<file path="config.mk">
export PLATFORM = sky130hd
export DESIGN_NAME = bcd_scan_display
export DESIGN_NICKNAME = d
export VERILOG_FILES = /design/src/rtl/bcd_scan_display.sv
export SDC_FILE = /design/constraint.sdc
export NUM_CORES = 1
export LEC_CHECK = 0
export CORE_AREA = 10 10 100 102
export CTS_BUF_LIST = sky130_fd_sc_hd__clkbuf_8
export DETAILED_ROUTE_END_ITERATION = 8
export DIE_AREA = 0 0 110 112
export PLACE_DENSITY = 0.77
export SLEW_MARGIN = 20
export SYNTH_ARGS = -nofsm -noshare
export SYNTH_HDL_FRONTEND = slang
export SYNTH_SLANG_ARGS = --single-unit
</file>
<file path="constraint.sdc">
create_clock -name clk -period 2.1 [get_ports clk]
set_clock_uncertainty 0.05 [all_clocks]
set_input_delay 0.42 -clock clk [delete_from_list [all_inputs] [get_ports clk]]
set_output_delay 0.42 -clock clk [all_outputs]
set_load 0.05 [all_outputs]
</file>
<file path="src/rtl/bcd_scan_display.sv">
`default_nettype none
// ============================================================================
//  Module      : bcd_scan_display
//  Description : Iterative double-dabble binary-to-BCD converter driving a
//                multiplexed 4-digit common-anode 7-segment display.
//  Revision    : 1.0  initial release
// ============================================================================
module bcd_scan_display #(
    parameter int REFRESH_DIV = 100000,
    parameter int BLANK_LZ    = 1
) (
    input  logic       clk,
    input  logic       rst_n,
    input  logic [9:0] value,
    output logic [3:0] an,
    output logic [6:0] seg,
    output logic       dp,
    output logic       busy
);

    localparam int CNT_W = (REFRESH_DIV > 2) ? $clog2(REFRESH_DIV) : 1;
    localparam logic [CNT_W-1:0] c_refresh_last = CNT_W'(REFRESH_DIV - 1);

    typedef enum logic [1:0] {
        S_IDLE  = 2'd0,
        S_SHIFT = 2'd1,
        S_DONE  = 2'd2
    } state_t;

    state_t      r_state, w_state_next;
    logic [9:0]  r_last_value, w_last_next;
    logic [9:0]  r_shift, w_shift_next;
    logic [15:0] r_scratch, w_scratch_next;
    logic [3:0]  r_bit_cnt, w_bit_cnt_next;
    logic [15:0] r_digits, w_digits_next;
    logic        r_busy, w_busy_next;
    logic [15:0] w_adj;

    logic [CNT_W-1:0] r_refresh_cnt;
    logic [1:0]       r_scan_idx;
    logic [3:0]       r_an;
    logic [6:0]       r_seg;
    logic [3:0]       w_digit;
    logic             w_blank;
    logic [6:0]       w_seg_code;

    // Add-3 correction on every BCD nibble before the shift
    for (genvar i = 0; i < 4; i++) begin : g_adj
        assign w_adj[4*i +: 4] = (r_scratch[4*i +: 4] >= 4'd5) ?
                                 r_scratch[4*i +: 4] + 4'd3 : r_scratch[4*i +: 4];
    end

    always_ff @(posedge clk or negedge rst_n) begin
        if (!rst_n) begin
            r_state      <= S_IDLE;
            r_last_value <= '0;
            r_shift      <= '0;
            r_scratch    <= '0;
            r_bit_cnt    <= '0;
            r_digits     <= '0;
            r_busy       <= 1'b0;
        end else begin
            r_state      <= w_state_next;
            r_last_value <= w_last_next;
            r_shift      <= w_shift_next;
            r_scratch    <= w_scratch_next;
            r_bit_cnt    <= w_bit_cnt_next;
            r_digits     <= w_digits_next;
            r_busy       <= w_busy_next;
        end
    end

    always_comb begin
        w_state_next   = r_state;
        w_last_next    = r_last_value;
        w_shift_next   = r_shift;
        w_scratch_next = r_scratch;
        w_bit_cnt_next = r_bit_cnt;
        w_digits_next  = r_digits;
        w_busy_next    = r_busy;
        case (r_state)
            S_IDLE: begin
                if (value != r_last_value) begin
                    w_shift_next   = value;
                    w_last_next    = value;
                    w_scratch_next = '0;
                    w_bit_cnt_next = '0;
                    w_busy_next    = 1'b1;
                    w_state_next   = S_SHIFT;
                end
            end
            S_SHIFT: begin
                {w_scratch_next, w_shift_next} = {w_adj[14:0], r_shift, 1'b0};
                w_bit_cnt_next = r_bit_cnt + 4'd1;
                if (r_bit_cnt == 4'd9) begin
                    w_state_next = S_DONE;
                end
            end
            S_DONE: begin
                // Digits only ever change here, so the display never shows a partial result
                w_digits_next = r_scratch;
                w_busy_next   = 1'b0;
                w_state_next  = S_IDLE;
            end
            default: begin
                w_state_next = S_IDLE;
            end
        endcase
    end

    always_comb begin
        w_digit = r_digits[3:0];
        w_blank = 1'b0;
        case (r_scan_idx)
            2'd0: begin
                w_digit = r_digits[3:0];
                w_blank = 1'b0;
            end
            2'd1: begin
                w_digit = r_digits[7:4];
                w_blank = (BLANK_LZ != 0) && (r_digits[15:4] == 12'd0);
            end
            2'd2: begin
                w_digit = r_digits[11:8];
                w_blank = (BLANK_LZ != 0) && (r_digits[15:8] == 8'd0);
            end
            default: begin
                w_digit = r_digits[15:12];
                w_blank = (BLANK_LZ != 0) && (r_digits[15:12] == 4'd0);
            end
        endcase
    end

    always_comb begin
        w_seg_code = 7'b1111111;
        case (w_digit)
            4'd0: w_seg_code = 7'b1000000;
            4'd1: w_seg_code = 7'b1111001;
            4'd2: w_seg_code = 7'b0100100;
            4'd3: w_seg_code = 7'b0110000;
            4'd4: w_seg_code = 7'b0011001;
            4'd5: w_seg_code = 7'b0010010;
            4'd6: w_seg_code = 7'b0000010;
            4'd7: w_seg_code = 7'b1111000;
            4'd8: w_seg_code = 7'b0000000;
            4'd9: w_seg_code = 7'b0010000;
            default: w_seg_code = 7'b1111111;
        endcase
    end

    always_ff @(posedge clk or negedge rst_n) begin
        if (!rst_n) begin
            r_refresh_cnt <= '0;
            r_scan_idx    <= '0;
            r_an          <= 4'b1111;
            r_seg         <= 7'b1111111;
        end else begin
            if (r_refresh_cnt == c_refresh_last) begin
                r_refresh_cnt <= '0;
                r_scan_idx    <= r_scan_idx + 2'd1;
            end else begin
                r_refresh_cnt <= r_refresh_cnt + 1'b1;
            end
            r_an  <= w_blank ? 4'b1111 : ~(4'b0001 << r_scan_idx);
            r_seg <= w_blank ? 7'b1111111 : w_seg_code;
        end
    end

    assign an   = r_an;
    assign seg  = r_seg;
    assign dp   = 1'b1;
    assign busy = r_busy;

endmodule
`default_nettype wire

</file>
== Word level (Yosys, flattened, before mapping) ==
Memories as Yosys holds them, arrays and structs flattened.
Cells that the tools add are included.
Cells by class
  $add $sub $neg: 7
  $mul: 0
  divide/modulo/power cells: 0
  magnitude comparators: 4
  equal/unequal tests: 9
  shift operators: 1
  muxes and demuxes: 20
  bitwise gates (word level): 1
  reductions and logical operators: 11
Operators by type and width (number)
  $pmux 16 s2: 1
  $mux 4: 5
  $pmux 10 s2: 1
  $add 17x1->17 const B: 1
  $eq 17x17->1 const B: 1
  $mux 17: 1
  $ge 4x3->1 const B: 4
  $mux 16: 1
  $add 4x2->4 const B: 3
  $logic_not 12->1: 1
  $pmux 4 s3: 1
  $mux 10: 1
  $ne 10x10->1: 1
  $logic_not 8->1: 1
  $pmux 4 s2: 1
  $reduce_and 2->1: 4
  $mux 7: 1
  $add 4x1->4 const B: 1
  $eq 2x1->1 const B: 2
  $eq 2x2->1 const B: 2
  $eq 4x4->1 const B: 1
  $logic_not 2->1: 2
  $logic_not 4->1: 1
  $mux 2: 2
  11 further kinds: 13
Word-level totals
  register bits: 89
  bits in latches: 0
  RAM bits: 0
  memory bits (read-only): 112
  input port bits: 12
  output and inout bits: 13
  word-level logic and storage cells: 65
  memories: 1
Memory list
  (name not given): words 16, bits a word 7, rd ports 1, clocked after Yosys merged registers in 0, write ports 0, RTL line 136  | case (w_digit)

== Logic depth before layout (Yosys ltp) ==
Gate-level depths: netlist of run 1.
An unclocked memory read counts as a cell.
  depth after elaboration: 4
  mapped depth: 8
  mapped depth without buffers: 8

== Worst setup path before layout of run 1 ==
Ideal clock, no wire load.
  path type: reg2reg
  from: reg r_scan_idx[0]
  to: reg r_seg[0] (netlist: seg[0])
  setup time: 0.066 ns
  arrival time: 1.928 ns
  data required time: 1.984 ns
  setup slack: 0.056 ns
  stages on the path, launching flop included: 7
  buffers on the path: 0
  clock period less this slack: 2.044 ns
  path through: dfrtp_1 inv_1 ha_1 a222oi_1 mux2i_2 or4b_1 nand4_1
On the way
  word-level cells in the longest chain between the ends: 4
  elaborated cells on any way between the ends: 7
  those cells by class: eq/ne (2); mux (3); reduce/logical (1); memory (1)
Ends and longest elaborated chain
  from (decl): RTL line 40  | logic [1:0] r_scan_idx;
  from (signal assigned): RTL line 160  | r_scan_idx <= r_scan_idx + 2'd1;
  $eq 2x2->1 (tied with other cells): RTL line 114  | case (r_scan_idx)
  $pmux 4 s3: RTL line 114
  $mem_v2 16x7
  $mux 7 (*): RTL line 165  | r_seg <= w_blank ? 7'b1111111 : w_seg_code;
  to (signal assigned): RTL line 165
  to (decl): RTL line 42  | logic [6:0] r_seg;
Every way passes the cells marked *; elsewhere a longest branch is shown, timed or not.
A chain may end at the register's enable or synchronous reset.

== Final worst setup path of run 1 ==
  from: reg r_scan_idx[0]
  to: reg r_seg[3] (netlist: seg[3])
Same word-level chain as after synthesis.

==> flow_summary.yaml, run 1 <==
placement:
  gp_congestion: 0.872
  dp_hpwl_um: 6100
  io_buffer_count: 23
floorplanning:
  die_h_um: 112
  row_count: 33
  die_w_um: 110
  die_area_mm2: 0.0123
  core_mm2: 0.00805
  start_util_pct: 54.6
  io_pins: 25
flow_run:
  maxCapViolCount: 0
clock_tree:
  tritoncts: "done"
  cts.sinks: 89
  clockBufferDepth: 2
  clk_pin_slew_worst_paths_ps: 90
  cts_buffers: 9
  insertion_delay_ps: 360
  cts_root_buf: "clkbuf_8"
  h-tree-depth: 3
setup_path:
  cp-end-kind: "flip-flop"
  required_ps: 2340
  critical_path_class: "flip-flop to flip-flop"
  critical_path.cell_chain: "inv_4 > ha_4 > a222oi_1 > mux2i_1 > or4b_4 > nand4_1"
  r2r-end: "seg[3]$_DFF_PN1_"
  slowest_stage: "or4b_4"
  worstSetupStartpoint: "r_scan_idx[0]$_DFFE_PN0N_"
  cp.arrival_ps: 2360
  cpPeakStageDelay_ps: 580
  r2r-start: "r_scan_idx[0]$_DFFE_PN0N_"
  rr_worst_depth: 6
  reg2reg_slack_ps: -10
  path_max_fanout: 5
  crit_path_start_kind: "flip-flop"
yosys:
  syn_area_mm2: 0.00440
  synth-seq-cells: 89
  synth-main-ff-cell: "dfrtp_1"
  yosysTopAreaCell: "dfrtp_1"
  yosysWarnings: 0
  async_flop_share_pct: 100
  seq_area_frac_synth_pct: 51.0
  synth_edf_count: 0
  synth_area_leaders: "dfrtp_1 44%, dfstp_2 6.6%, ha_1 5.4%, mux2_2 4.1%, xor2_1 3.4%"
  syn_area_per_cell_um2: 11.0
  synth.top_cell.area_share_pct: 44.4
  synth_nets: 430
  synth_cell_type_count: 47
  synth_cells: 399
power:
  comb_power_share_pct: 41.5
  pwr-share-clk_pct: 18.6
  total_power_uw: 7140
  switching_share_pct: 37.7
  power.leakage_uw: 0.00239
  p_sw_uw: 2690
  power_frac_seq_pct: 39.9
  powerDensity_mw_per_mm2: 1370
  peakVddDrop_v: 0.000623
  p_int_uw: 4450
status:
  violations: "negative setup slack"
  outcome: "complete, but fails checks"
drt:
  wl_per_cell_um: 15.9
  drtPass1Iterations: 5
  final_antenna_net_count: 0
  vias: 3151
  drt_iter0_drc: 130
  drcViolationCount: 0
  viasPerCell: 5.65
  drt-total-wl_um: 8870
timing:
  rsz0062_at_grt: "yes"
  finalSetupTns_ps: -26.6
  period_share_pct: 101
  setup_viol: 2
  tightest_slew_ps: 503
  maxSlewViolCount: 0
  slew_headroom_pct: 66.4
  finalHoldViolCount: 0
  period_minus_slack_ps: 2110
  fmaxAchievable_ghz: 0.473
  setup_slack_ps: -14.4
  fin_hold_ws_ps: 433
worst_hold_path:
  holdPathEnd: "r_refresh_cnt[0]$_DFF_PN0_"
  hold_class: "flip-flop to flip-flop"
  holdPathStages: 1
  worstHoldStart: "r_refresh_cnt[0]$_DFF_PN0_"
global_routing:
  grt_max_degree: 37
  grt.overflow.total: 0
  grt_pass1_wl_um: 14900
  antenna_found_initial: 0
  first_global_vias: 3222
  track_usage_pct: 14.7
finish:
  nNetsFinal: 479
  synthToLayoutAreaGrowth_pct: 18.3
  layout.core_utilization_pct: 64.6
  most-common-layout-cells: "76 x dfrtp_1, 41 x buf_4, 28 x nand2_1, 21 x o21ai_0"
  antenna-diode-count: 0
  layout_commonest_cell: "dfrtp_1"
  drive_above_1_share_pct: 22.7
[routing by layer]
metal,GRT usage [%],vias to the layer above,wire [µm]
met3,3.86,11,365
met2,24.8,52,4520
met1,17.8,1576,3880
met4,4.60,0,105
li1,-,1512,-
met5,0,-,0
[logic make-up (layout without fill, tap and decap cells)]
logic type,count (synthesis),in the layout,synth area share [%]
xor+xnor,29,29,5.78
other cells,1,1,0.0853
buf+inv,37,91,3.58
fa+ha+maj,19,19,5.41
simple gates,115,115,14.5
flops,89,89,51.0
mux,22,22,5.55
compound gates,87,87,14.2
[stage by stage]
| stage | std cells | instance area, µm² | setup WS (ps) |
|---|---|---|---|
| after global placement | 534 | 4840 | -217 |
| after floorplan | 399 | 4400 | 56.2 |
| after detailed placement | 534 | 4840 | -296 |
| final | 558 | 5200 | -14.4 |
| after global routing | 558 | 5200 | -148 |
| after CTS | 556 | 5150 | 1.69 |
[worst max-delay path, delay by kind of cell (launching register included)]
| kind | cells | cell delay, ps |
|---|---|---|
| muxes | 1 | 180 |
| buffers and inverters | 1 | 60 |
| AOI/OAI and AO/OA | 1 | 440 |
| and+or+nand+nor | 2 | 700 |
| adders and majority gates | 1 | 170 |
| DFF | 1 | 450 |
[state kept, by name, summed over array words and instances, names as in the netlist]
register       flops
busy               1
r_digits          16
r_scan_idx         2
r_scratch         16
seg                7
r_state            2
an                 4
r_bit_cnt          4
r_refresh_cnt     17
r_last_value      10
r_shift           10
[final cells by class]
cell class                 count  area, µm²
clock buffer                   9        124
inverter                      20       77.6
clock inverter                 7        103
sequential                    89       2240
tap                          105        131
fill                         615       2850
timing repair buffer          55        459
multi-input combinational    273       2060
[synth_stat cells (7+ instances only)]
| library cell | n |
|---|---|
| o21ai_0 | 23 |
| nand2_1 | 28 |
| a22o_1 | 10 |
| inv_1 | 20 |
| and2_1 | 19 |
| a21o_1 | 9 |
| ha_1 | 19 |
| xor2_1 | 17 |
| nand4_1 | 7 |
| xnor2_1 | 12 |
| nand3_1 | 9 |
| nor2_1 | 19 |
| a221o_1 | 9 |
| o2bb2ai_1 | 9 |
| clkbuf_1 | 8 |
| mux2_2 | 16 |
| a21oi_1 | 14 |
| dfstp_2 | 11 |
| dfrtp_1 | 78 |
[timing repair]
item | in CTS | in global routing
hold buffers | 1 | 0
setup endpoints to repair | 5 | 7
hold endpoints to repair | 21 | 0
buffers inserted | 5 | 2
resized for setup | 10 | 11
pin swaps | 2 | 6
cloned | 0 | 0
[power by group through the flow]
stage                     Clock (µW)  Combinational (µW)  Sequential [µW]
after floorplan                    0                1870             2980
after global placement             0                2670             2840
after detailed placement           0                2810             2870
after CTS                       1350                2870             2840
after global routing            1440                3280             2930
final                           1330                2960             2850
[worst max-delay path by stage]
stage / end / slack, ps / cells past startpoint
final: seg[3]$_DFF_PN1_ / -10 / 6
after floorplan: seg[0]$_DFF_PN1_ / 60 / 6
after global routing: seg[3]$_DFF_PN1_ / -150 / 6
after detailed placement: r_shift[9]$_DFFE_PN0P_ / -300 / 7
after global placement: r_shift[3]$_DFFE_PN0P_ / -220 / 7
after CTS: seg[5]$_DFF_PN1_ / 2 / 9
Power figures use the tool's default switching activity.
==> run 2: changes to the inputs <==
--- a/config.mk
+++ b/config.mk
@@ -7,9 +7,11 @@
 export LEC_CHECK = 0
 export CORE_AREA = 10 10 100 102
 export CTS_BUF_LIST = sky130_fd_sc_hd__clkbuf_8
+export CTS_CLUSTER_DIAMETER = 30
 export DETAILED_ROUTE_END_ITERATION = 8
 export DIE_AREA = 0 0 110 112
 export PLACE_DENSITY = 0.77
+export REMOVE_ABC_BUFFERS = 1
 export SLEW_MARGIN = 20
 export SYNTH_ARGS = -nofsm -noshare
 export SYNTH_HDL_FRONTEND = slang
==> run 2 against run 1 <==
Largest cell class unchanged. Worst hold slack better by 9.5 ps. The run still ends with negative setup slack left. Worst setup slack worse by 4.4 ps. Non-clock buffer count down 3. Final cell count down 0.54%. Largest power group unchanged.
==> flow_summary.yaml, run 2 (same netlist as run 1, synthesis figures left out) <==
setup_path:
  cp.arrival_ps: 2370
  critical_path_class: "flip-flop to flip-flop"
  cp-end-kind: "flip-flop"
  crit_path_start_kind: "flip-flop"
  reg2reg_slack_ps: -20
  path_max_fanout: 5
  required_ps: 2350
global_routing:
  antenna_found_initial: 0
  grt_pass1_wl_um: 14600
  grt.overflow.total: 0
  track_usage_pct: 14.5
  first_global_vias: 3157
  grt_max_degree: 36
clock_tree:
  clk_pin_slew_worst_paths_ps: 90
  insertion_delay_ps: 370
  clockBufferDepth: 2
  cts_root_buf: "clkbuf_8"
  h-tree-depth: 3
  cts_buffers: 9
  tritoncts: "done"
  cts.sinks: 89
floorplanning:
  die_h_um: 112
  die_area_mm2: 0.0123
  core_mm2: 0.00805
  die_w_um: 110
  row_count: 33
  start_util_pct: 54.6
  io_pins: 25
finish:
  layout_commonest_cell: "dfrtp_1"
  reg_top3: "r_refresh_cnt (17), r_digits (16), r_scratch (16)"
  synthToLayoutAreaGrowth_pct: 17.4
  nNetsFinal: 476
  drive_above_1_share_pct: 21.8
  antenna-diode-count: 0
  largest_register: "r_refresh_cnt"
  fin_area_mm2: 0.00516
  largest_register_ffs: 17
  fill_cells: 633
  most-common-layout-cells: "76 x dfrtp_1, 36 x buf_4, 28 x nand2_1, 20 x inv_1"
drt:
  drcViolationCount: 0
  drt_iter0_drc: 129
  drtPass1Iterations: 5
  drt-total-wl_um: 8540
  wl_per_cell_um: 15.4
  vias: 3131
  viasPerCell: 5.64
  final_antenna_net_count: 0
timing:
  slew_headroom_pct: 66.8
  maxSlewViolCount: 0
  setup_viol: 2
  rsz0062_at_grt: "yes"
  fmaxAchievable_ghz: 0.472
  finalSetupTns_ps: -31.6
  tightest_slew_ps: 496
  period_minus_slack_ps: 2120
  finalHoldViolCount: 0
  period_share_pct: 101
  setup_slack_ps: -18.7
placement:
  io_buffer_count: 23
  dp_hpwl_um: 6060
  dpl_cell_area_mm2: 0.00485
  place_ws_ps: -180
  gp_congestion: 0.832
status:
  outcome: "complete, but fails checks"
  violations: "negative setup slack"
power:
  pwr-share-clk_pct: 16.7
  peakVddDrop_v: 0.000714
  comb_power_share_pct: 42.3
  power.leakage_uw: 0.00237
  powerDensity_mw_per_mm2: 1350
  switching_share_pct: 37.7
  total_power_uw: 6940
  power_frac_seq_pct: 41.0
  p_int_uw: 4330
  p_sw_uw: 2620
worst_hold_path:
  hold_class: "input pin to asynchronous set/reset pin"
flow_run:
  maxCapViolCount: 0
-- run 2: area by class of cell --
cell class / count / area, µm² / area share, %
clock buffer: 10 / 138 / 2.67
clock inverter: 6 / 53.8 / 1.04
inverter: 20 / 77.6 / 1.50
multi-input combinational: 273 / 2060 / 40.0
sequential: 89 / 2240 / 43.5
tap: 105 / 131 / 2.55
timing repair buffer: 52 / 453 / 8.78
-- run 2: per-stage QoR --
stage | hold WS (ps) | util, % | std cells
2_1_floorplan | 74.4 | - | 382
3_3_place_gp | 294 | 60.3 | 534
3_5_place_dp | 302 | 60.3 | 534
4_1_cts | 447 | 63.8 | 555
5_1_grt | 467 | 64.1 | 555
6_report | 442 | 64.1 | 555
-- run 2: path summary, 6_finish.rpt --
kind                                                   from                          end  depth (start not counted)
worst max-delay path              r_scan_idx[0]$_DFFE_PN0N_             seg[3]$_DFF_PN1_                          6
worst min-delay path                                  rst_n  r_refresh_cnt[12]$_DFF_PN0_                          2
worst max register to register    r_scan_idx[0]$_DFFE_PN0N_             seg[3]$_DFF_PN1_                          6
worst min register to register  r_refresh_cnt[12]$_DFF_PN0_  r_refresh_cnt[12]$_DFF_PN0_                          1
max in group asynchronous                             rst_n             seg[0]$_DFF_PN1_                          3
min in group clk                r_refresh_cnt[12]$_DFF_PN0_  r_refresh_cnt[12]$_DFF_PN0_                          1
-- run 2: power groups by stage --
stage	Combinational [µW]	Clock (µW)	Sequential, µW
4_1_cts	2900	1180	2840
6_report	2940	1160	2850
2_1_floorplan	1820	0	3000
3_3_place_gp	2670	0	2840
5_1_grt	3270	1250	2920
3_5_place_dp	2810	0	2870
-- run 2: critical path: stages, from the launching register on --
cell	delay, ps
dfrtp_2	440
inv_4	60
ha_4	170
a222oi_1	480
mux2i_2	210
or4b_4	530
nand4_1	110
-- run 2: per-layer routing --
layer | part of all wire (%) | GRT usage [%]
met1 | 44 | 17.5
met2 | 49 | 24.0
met3 | 4.2 | 3.40
met4 | 2.2 | 6.34
met5 | 0 | 0
-- run 2: repair_timing --
| item | CTS | global route |
|---|---|---|
| cloned | 0 | 0 |
| endpoints found under the setup margin | 7 | 7 |
| endpoints found under the hold margin | 14 | 0 |
| hold buffers | 1 | 0 |
| resized for setup | 17 | 9 |
| setup buffers | 4 | 0 |
| pin swaps | 7 | 4 |
==> run 3: changes to the inputs <==
--- a/config.mk
+++ b/config.mk
@@ -12,6 +12,7 @@
 export DIE_AREA = 0 0 110 112
 export PLACE_DENSITY = 0.77
 export REMOVE_ABC_BUFFERS = 1
+export SETUP_SLACK_MARGIN = 0.2
 export SLEW_MARGIN = 20
 export SYNTH_ARGS = -nofsm -noshare
 export SYNTH_HDL_FRONTEND = slang
==> run 3 against run 2 <==
The flow still finishes with violations (negative setup slack). Combinational power rose by 3%. Fmax fell by 1.2%. Critical endpoint unchanged. Count of clock-buffer cells in the layout did not move.
==> flow_summary.yaml, run 3 (same netlist as run 1, synthesis figures left out) <==
power:
  peakVddDrop_v: 0.000726
  p_sw_uw: 2680
  power.leakage_uw: 0.00246
  switching_share_pct: 37.9
  comb_power_share_pct: 42.8
  p_int_uw: 4380
  pwr-share-clk_pct: 16.4
  power_frac_seq_pct: 40.8
  total_power_uw: 7050
  powerDensity_mw_per_mm2: 1330
clock_tree:
  tritoncts: "done"
  cts_buffers: 9
  clockBufferDepth: 2
  cts.sinks: 89
  insertion_delay_ps: 360
  cts_root_buf: "clkbuf_8"
  clk_pin_slew_worst_paths_ps: 90
  h-tree-depth: 3
finish:
  drive_above_1_share_pct: 25.7
  antenna-diode-count: 0
  most-common-layout-cells: "76 x dfrtp_1, 39 x buf_4, 28 x nand2_1"
  layout_commonest_cell: "dfrtp_1"
  largest_register: "r_refresh_cnt"
  nNetsFinal: 481
  layout.core_utilization_pct: 66.0
  synthToLayoutAreaGrowth_pct: 20.7
  fin_area_mm2: 0.00531
  fill_cells: 608
  reg_top3: "r_refresh_cnt (17), r_digits (16), r_scratch (16)"
  largest_register_ffs: 17
setup_path:
  r2r-end: "seg[3]$_DFF_PN1_"
  rr_worst_depth: 7
  cp.arrival_ps: 2390
  cp_num_buf_inv: 2
  cpLargestDelayFamily: "simple AND/OR/NAND/NOR gates"
  critical_path_class: "flip-flop to flip-flop"
  crit_path_start_kind: "flip-flop"
  cp-end-kind: "flip-flop"
  r2r-start: "r_scan_idx[0]$_DFFE_PN0N_"
  critical_path.cell_chain: "inv_4 > ha_4 > buf_4 > a222oi_1 > mux2i_1 > or4b_4 > nand4_1"
  slowest_stage: "or4b_4"
  reg2reg_slack_ps: -40
  path_max_fanout: 4
  required_ps: 2350
  cpPeakStageDelay_ps: 550
flow_run:
  maxCapViolCount: 0
global_routing:
  first_global_vias: 3167
  track_usage_pct: 14.6
  grt.overflow.total: 0
  grt_max_degree: 36
  grt_pass1_wl_um: 14700
  antenna_found_initial: 0
worst_hold_path:
  hold_class: "input pin to asynchronous set/reset pin"
floorplanning:
  start_util_pct: 54.6
  io_pins: 25
  die_w_um: 110
  row_count: 33
  core_mm2: 0.00805
  die_h_um: 112
  die_area_mm2: 0.0123
timing:
  finalHoldViolCount: 0
  period_minus_slack_ps: 2140
  period_share_pct: 102
  setup_slack_ps: -43.7
  setup_viol: 2
  rsz0062_at_grt: "yes"
  fmaxAchievable_ghz: 0.466
  fin_hold_ws_ps: 444
  maxSlewViolCount: 0
drt:
  drt_iter0_drc: 122
  viasPerCell: 5.62
  drt-total-wl_um: 8790
  drcViolationCount: 0
  drtPass1Iterations: 4
  final_antenna_net_count: 0
  vias: 3146
  wl_per_cell_um: 15.7
status:
  outcome: "complete, but fails checks"
  violations: "negative setup slack"
placement:
  dpl_cell_area_mm2: 0.00485
  dp_hpwl_um: 6060
  io_buffer_count: 23
  gp_congestion: 0.832
-- run 3: layer usage --
layer,up-vias,track usage (%),wire length (µm)
met2,59,24.1,4420
met3,14,3.40,359
met5,-,0,0
met1,1563,17.6,3820
li1,1510,-,-
met4,0,6.16,183
-- run 3: worst max path at each step --
stage / to / startpoint / slack (ps) / depth (start not counted)
floorplan: r_last_value[0]$_DFFE_PN0P_ / r_state[0]$_DFFE_PN0P_ / -70 / 4
global placement: r_shift[3]$_DFFE_PN0P_ / value[8] / -110 / 6
detailed placement: r_shift[1]$_DFFE_PN0P_ / value[6] / -180 / 6
CTS: seg[3]$_DFF_PN1_ / r_scan_idx[0]$_DFFE_PN0N_ / -20 / 6
global route: seg[3]$_DFF_PN1_ / r_scan_idx[0]$_DFFE_PN0N_ / -140 / 6
finish: seg[3]$_DFF_PN1_ / r_scan_idx[0]$_DFFE_PN0N_ / -40 / 7
-- run 3: power by group through the flow --
stage                     sequential [µW]  combinational (µW)  clock (µW)
after global placement               2840                2670           0
after detailed placement             2870                2810           0
after CTS                            2840                2900        1180
final                                2870                3020        1160
after floorplan                      3000                1820           0
after global routing                 2950                3360        1250
-- run 3: metrics by stage --
stage | setup slack, ps | instances | setup TNS, ps
floorplan | -72.6 | 382 | -145
global placement | -111 | 534 | -2130
detailed placement | -180 | 534 | -4400
CTS | -18.3 | 557 | -33.9
global route | -137 | 560 | -732
finish | -43.7 | 560 | -80.8
-- run 3: area by class of cell --
class,instances,area (µm²),area share (%)
clock inverter,6,53.8,1.01
timing repair buffer,57,504,9.50
clock buffer,10,138,2.59
multi-input combinational,273,2160,40.7
sequential,89,2240,42.2
tap,105,131,2.47
inverter,20,77.6,1.46
-- run 3: timing repair --
| item | in CTS | in global routing |
|---|---|---|
| resized for setup | 20 | 28 |
| hold buffers | 1 | 0 |
| hold endpoints to repair | 14 | 0 |
| pin swaps | 10 | 11 |
| setup buffers | 6 | 3 |
| setup endpoints to repair | 10 | 46 |
